`config.mk`:
```
export PLATFORM = sky130hd
export DESIGN_NAME = raspi_gpio_tx
export DESIGN_NICKNAME = d
export VERILOG_FILES = /design/src/rtl/raspi_gpio_pkg.sv /design/src/rtl/raspi_tx_fifo.sv /design/src/rtl/raspi_gpio_tx.sv
export SDC_FILE = /design/constraint.sdc
export NUM_CORES = 1
export LEC_CHECK = 0
export CELL_PAD_IN_SITES_DETAIL_PLACEMENT = 1
export CELL_PAD_IN_SITES_GLOBAL_PLACEMENT = 2
export CORE_UTILIZATION = 32
export DETAILED_ROUTE_END_ITERATION = 6
export GPL_ROUTABILITY_DRIVEN = 0
export HOLD_SLACK_MARGIN = 0.12
export PLACE_DENSITY = 0.69
export REMOVE_ABC_BUFFERS = 1
export SLEW_MARGIN = 20
export SYNTH_ARGS = -nofsm -noshare
export SYNTH_HDL_FRONTEND = slang
export SYNTH_HIERARCHICAL = 1
export SYNTH_SLANG_ARGS = --single-unit
```
`constraint.sdc`:
```
create_clock -name clk -period 5.2 [get_ports clk]
set_input_delay 1.3 -clock clk [delete_from_list [all_inputs] [get_ports clk]]
set_output_delay 1.3 -clock clk [all_outputs]
set_load 0.03 [all_outputs]
```
`src/rtl/raspi_gpio_pkg.sv`:
```
// Shared types and helpers for the FPGA-to-Pi GPIO transmit path.
package raspi_gpio_pkg;

  localparam int unsigned DefaultDataW = 8;

  typedef enum logic [1:0] {
    StIdle    = 2'd0,
    StSetup   = 2'd1,
    StStrobe  = 2'd2,
    StRelease = 2'd3
  } tx_state_e;

  function automatic int unsigned clog2(input int unsigned value);
    int unsigned res;
    int unsigned x;
    res = 0;
    x   = (value > 0) ? value - 1 : 0;
    while (x > 0) begin
      res++;
      x = x >> 1;
    end
    return res;
  endfunction

endpackage

```
`src/rtl/raspi_tx_fifo.sv`:
```
// Synchronous FIFO buffering fabric bytes ahead of the GPIO handshake.
module raspi_tx_fifo import raspi_gpio_pkg::*; #(
  parameter int unsigned DATA_W     = DefaultDataW,
  parameter int unsigned FIFO_DEPTH = 16
) (
  input  logic                           clk,
  input  logic                           rst,
  input  logic [DATA_W-1:0]              wr_data_i,
  input  logic                           wr_en_i,
  input  logic                           rd_en_i,
  output logic [DATA_W-1:0]              rd_data_o,
  output logic                           full_o,
  output logic                           empty_o,
  output logic [clog2(FIFO_DEPTH):0]     level_o
);

  localparam int unsigned AddrW = clog2(FIFO_DEPTH);
  localparam int unsigned LvlW  = AddrW + 1;

  logic [DATA_W-1:0] mem_q [FIFO_DEPTH];
  logic [AddrW-1:0]  wr_ptr_q, rd_ptr_q;
  logic [LvlW-1:0]   level_q;
  logic              push, pop;

  assign full_o    = (level_q == LvlW'(FIFO_DEPTH));
  assign empty_o   = (level_q == '0);
  assign push      = wr_en_i && !full_o;
  assign pop       = rd_en_i && !empty_o;
  assign rd_data_o = mem_q[rd_ptr_q];
  assign level_o   = level_q;

  always_ff @(posedge clk) begin
    if (push) begin
      mem_q[wr_ptr_q] <= wr_data_i;
    end
  end

  // Power-of-two depth lets the pointers wrap by plain overflow.
  always_ff @(posedge clk or posedge rst) begin
    if (rst) begin
      wr_ptr_q <= '0;
      rd_ptr_q <= '0;
      level_q  <= '0;
    end else begin
      if (push) begin
        wr_ptr_q <= wr_ptr_q + AddrW'(1);
      end
      if (pop) begin
        rd_ptr_q <= rd_ptr_q + AddrW'(1);
      end
      unique case ({push, pop})
        2'b10:   level_q <= level_q + LvlW'(1);
        2'b01:   level_q <= level_q - LvlW'(1);
        default: level_q <= level_q;
      endcase
    end
  end

endmodule

```
`src/rtl/raspi_gpio_tx.sv`:
```
// FPGA-to-Pi byte transmitter: FIFO drained over a four-phase strobe/ack handshake.
module raspi_gpio_tx import raspi_gpio_pkg::*; #(
  parameter int unsigned DATA_W      = DefaultDataW,
  parameter int unsigned FIFO_DEPTH  = 16,
  parameter int unsigned SETUP_CYC   = 4,
  parameter int unsigned TIMEOUT_CYC = 1000000
) (
  input  logic                       clk,
  input  logic                       rst,
  input  logic [DATA_W-1:0]          wr_data_i,
  input  logic                       wr_en_i,
  output logic                       full_o,
  output logic [clog2(FIFO_DEPTH):0] level_o,
  output logic [DATA_W-1:0]          raspi_data_o,
  output logic                       raspi_data_oe_o,
  output logic                       raspi_strb_o,
  input  logic                       raspi_ack_i,
  output logic                       busy_o,
  output logic                       sent_o,
  output logic                       timeout_o,
  input  logic                       clr_err_i
);

  localparam int unsigned CntMax = (TIMEOUT_CYC > SETUP_CYC) ? TIMEOUT_CYC : SETUP_CYC + 1;
  localparam int unsigned CntW   = clog2(CntMax) + 1;
  localparam logic [CntW-1:0] SetupLast   = CntW'(SETUP_CYC);
  localparam logic [CntW-1:0] TimeoutLast = CntW'(TIMEOUT_CYC - 1);

  tx_state_e         state_q;
  logic [CntW-1:0]   cnt_q, cnt_inc;
  logic              ack_meta_q, ack_s_q;
  logic [DATA_W-1:0] tx_q, fifo_rd_data;
  logic              fifo_empty, pop;
  logic              oe_q, strb_q, sent_q, timeout_q;

  raspi_tx_fifo #(
    .DATA_W     (DATA_W),
    .FIFO_DEPTH (FIFO_DEPTH)
  ) u_fifo (
    .clk        (clk),
    .rst        (rst),
    .wr_data_i  (wr_data_i),
    .wr_en_i    (wr_en_i),
    .rd_en_i    (pop),
    .rd_data_o  (fifo_rd_data),
    .full_o     (full_o),
    .empty_o    (fifo_empty),
    .level_o    (level_o)
  );

  // A high ack in IDLE means the Pi has not released the previous byte yet.
  assign pop     = (state_q == StIdle) && !fifo_empty && !ack_s_q;
  assign cnt_inc = (cnt_q == '1) ? cnt_q : cnt_q + CntW'(1);

  always_ff @(posedge clk or posedge rst) begin
    if (rst) begin
      state_q    <= StIdle;
      cnt_q      <= '0;
      ack_meta_q <= 1'b0;
      ack_s_q    <= 1'b0;
      tx_q       <= '0;
      oe_q       <= 1'b0;
      strb_q     <= 1'b0;
      sent_q     <= 1'b0;
      timeout_q  <= 1'b0;
    end else begin
      ack_meta_q <= raspi_ack_i;
      ack_s_q    <= ack_meta_q;
      sent_q     <= 1'b0;
      cnt_q      <= cnt_inc;
      if (clr_err_i) begin
        timeout_q <= 1'b0;
      end
      // Later timeout assignments below override the clear in the same cycle.
      unique case (state_q)
        StIdle: begin
          if (pop) begin
            tx_q    <= fifo_rd_data;
            cnt_q   <= '0;
            oe_q    <= 1'b1;
            state_q <= StSetup;
          end
        end
        StSetup: begin
          if (cnt_q == SetupLast) begin
            strb_q  <= 1'b1;
            cnt_q   <= '0;
            state_q <= StStrobe;
          end
        end
        StStrobe: begin
          if (ack_s_q) begin
            strb_q  <= 1'b0;
            cnt_q   <= '0;
            state_q <= StRelease;
          end else if (cnt_q == TimeoutLast) begin
            timeout_q <= 1'b1;
            strb_q    <= 1'b0;
            oe_q      <= 1'b0;
            state_q   <= StIdle;
          end
        end
        StRelease: begin
          if (!ack_s_q) begin
            sent_q  <= 1'b1;
            oe_q    <= 1'b0;
            state_q <= StIdle;
          end else if (cnt_q == TimeoutLast) begin
            timeout_q <= 1'b1;
            oe_q      <= 1'b0;
            state_q   <= StIdle;
          end
        end
        default: state_q <= StIdle;
      endcase
    end
  end

  assign raspi_data_o    = tx_q;
  assign raspi_data_oe_o = oe_q;
  assign raspi_strb_o    = strb_q;
  assign busy_o          = (state_q != StIdle);
  assign sent_o          = sent_q;
  assign timeout_o       = timeout_q;

endmodule

```
==> results.ini <==
[cells_and_area]
antennaDiodeCount = 0
fin_util = 0.3822
fin_nets = 592
fill_cells = 2409
drive_gt1_frac = 0.1788
design_area_sq_mm = 0.009077
syn2layout_area_growth_pct = 15.62

[floorplanning]
die_w_microns = 158.6
die_area_sq_mm = 0.02517
die_h_microns = 158.6
placementRows = 56
start_util = 0.3305
core_sq_mm = 0.02375
boundaryPins = 32

[grt]
grt_max_degree = 35
antenna_found_initial = 0
grt_pass1_vias = 4825
gr-total-overflow = 0
grt.total_usage = 0.1476
grt_pass1_wl_mm = 27.36

[timing]
post-route-period-util = 0.6759
rsz0062_at_grt = no
fin_crit_ps = 3514
finalSetupViolCount = 0
drv_slew = 0
fin_ws_ps = 1686
max_freq_mhz = 284.5
skew_ps = 10.77
tightest_slew_ps = 1015
fin_setup_tns_ps = 0
finalHoldViolCount = 0
relSlewSlack = 0.3234

[cts]
clock_sinks = 178
worstSkewPairLatency_ps = 430
cts-resized-gates = 0
numCtsBuffers = 17
cts-root-buf = clkbuf_16
cts_tree = built
cts_buffer_depth = 2
clkTransAtPathRegs_ps = 70
cts_hold_buf = 0
post_cts_buffers = 0
ctsHtreeMaxLevel = 4

[synthesis]
synth.avg_cell_area_sq_um = 14.70
yosys_warnings = 6
post_synth_inst_count = 534
synth_seq_cells = 178
synthArstFlopShare = 0.2809
synth_area_leaders = edfxtp_1, dfrtp_1, mux4_2
yosys.area.top_type_share = 0.4896
synth-edff-count = 128
synth_top_flop_cell = edfxtp_1
yosysUniqueCellTypes = 56
ys_seq_area_frac = 0.6489
synth_top_area_cell = edfxtp_1
synth_area_sq_mm = 0.007851

[drt]
postRouteAntennaNets = 0
viasPerCell = 4.989
via_count = 4465
drc = 0
drt_iter0_markers = 276
postRouteWirelength_mm = 17.00
routedWlPerCell_microns = 19.00
first_pass_iters = 4

[placement]
place_hpwl_mm = 11.62
numPortBuffers = 31
place_ws_ps = 1309
placed_area_sq_mm = 0.008416

[min_path]
min_path_type = flop to flop

[worst_setup_path]
path_buf_inv = 4
cp_common_cell = inv_1
cp.required_ps = 5520
criticalPathCategory = flop to flop
crit_path_cell_trace = inv_1 > ha_1 > inv_1 > nor3_2 > buf_4 > nor2b_1 > ha_1 > inv_1 > fa_1 > nor2b_1 > o21ai_0 > nand3_1 > or3b_1 > xnor2_1
critPathMaxStageDelay_ps = 440
endpoint_kind = flop
cp.arrival_ps = 3830
cpLargestDelayFamily = simple AND/OR/NAND/NOR gates
worst_setup_path_start_kind = flop
critPathSlowestCell = dfrtp_1
cp_max_fo = 10

[power]
p_leak_nw = 3.233
ir_drop_uv = 231.4
powerDensity_mw_per_mm2 = 537.5

[run]
drv_cap = 0

[outcome]
status = completed

cell usage in the layout, fill, tap and decap left out, types with 10 or more instances in the layout:
master	n
nand3_1	11
nand2_1	31
mux2_2	16
o21ai_0	25
a21oi_1	16
mux4_2	16
clkbuf_16	17
clkdlybuf4s50_1	31
ha_1	15
mux2i_1	26
nor2_1	20
nor2_2	18
xnor2_1	10
edfxtp_1	128
inv_1	19
dfrtp_1	49
xor2_1	16
metrics by stage:
stage | power (mW) | hold slack [ps] | instances
after floorplan | 3.030 | 331.2 | 509
after global placement | 3.534 | 336.0 | 863
after detailed placement | 3.594 | 340.5 | 863
after CTS | 4.938 | 357.7 | 895
after global routing | 5.149 | 357.9 | 895
final | 4.879 | 355.6 | 895
where the power goes:
part | internal [mW] | switching (mW) | total [mW]
Clock | 0.672 | 0.664 | 1.34
Sequential | 1.74 | 0.249 | 1.99
Combinational | 0.670 | 0.884 | 1.55
Total | 3.08 | 1.80 | 4.88
logic make-up after synthesis:
family | share of synthesized area
AOI/OAI and AO/OA | 0.06566
xor gates and xnor gates | 0.02900
adders and majority gates | 0.02645
buffers and inverters | 0.03187
DFF | 0.6489
muxes | 0.1039
and+or+nand+nor | 0.09418
routing by layer:
| layer | GRT usage | wire length, microns | vias up |
|---|---|---|---|
| met2 | 0.2556 | 8873 | 42 |
| met4 | 0.04808 | 212 | 0 |
| li1 | - | - | 2064 |
| met3 | 0.02749 | 312 | 15 |
| met1 | 0.1854 | 7606 | 2344 |
| met5 | 0 | 0 | - |
Yosys cell counts, types with 5 or more instances:
master / instances
mux4_2: 16
buf_6: 8
edfxtp_1: 128
ha_1: 15
a22oi_1: 8
a21oi_1: 16
nand2_1: 31
nor2_1: 20
nor3_1: 7
xnor2_1: 10
o21ai_1: 9
a221oi_1: 8
nor2b_1: 5
clkbuf_1: 9
o21ai_0: 25
nand3_1: 11
mux2_2: 16
inv_1: 19
nor2_2: 18
nand4_1: 7
dfrtp_1: 50
mux2i_1: 26
xor2_1: 16
final timing paths:
check	startpoint	cells after the start	end	slack (ps)
max	state_q[0]	14	u_fifo/level_o[4]	1690
min reg2reg	ack_meta_q	0	ack_s_q	360
max in group asynchronous	rst	3	state_q[0]	3380
min in group asynchronous	rst	2	ack_s_q	1100
max reg2reg	state_q[0]	14	u_fifo/level_o[4]	1690
min	ack_meta_q	0	ack_s_q	360
state kept, by name, summed over array words and instances (netlist names), 2 cells and up:
register and flops:
cnt_q 21, u_fifo/level_o 5, u_fifo/wr_ptr_q 4, state_q 2, u_fifo/mem_q 128, raspi_data_o 8
u_fifo/rd_ptr_q 4
final cells by class:
type	instances	area (sq um)	share of cell area
clock buffers	17	425.4	0.04686
clock inverters	15	216.5	0.02385
inverters	19	71.32	0.007857
multi-input cells	312	2529	0.2786
flip-flops and latches	178	5096	0.5614
well taps	319	399.1	0.04397
repair buffers	35	340.3	0.03749
worst register-to-register path, stage by stage, from the launching register on:
cell and delay, ps:
dfrtp_1 440, inv_1 120, ha_1 230, inv_1 100, nor3_2 150, buf_4 230, nor2b_1 430, ha_1 320
inv_1 120, fa_1 420, nor2b_1 120, o21ai_0 120, nand3_1 120, or3b_1 360, xnor2_1 130
Note: power is estimated with default switching activity, not from simulation.
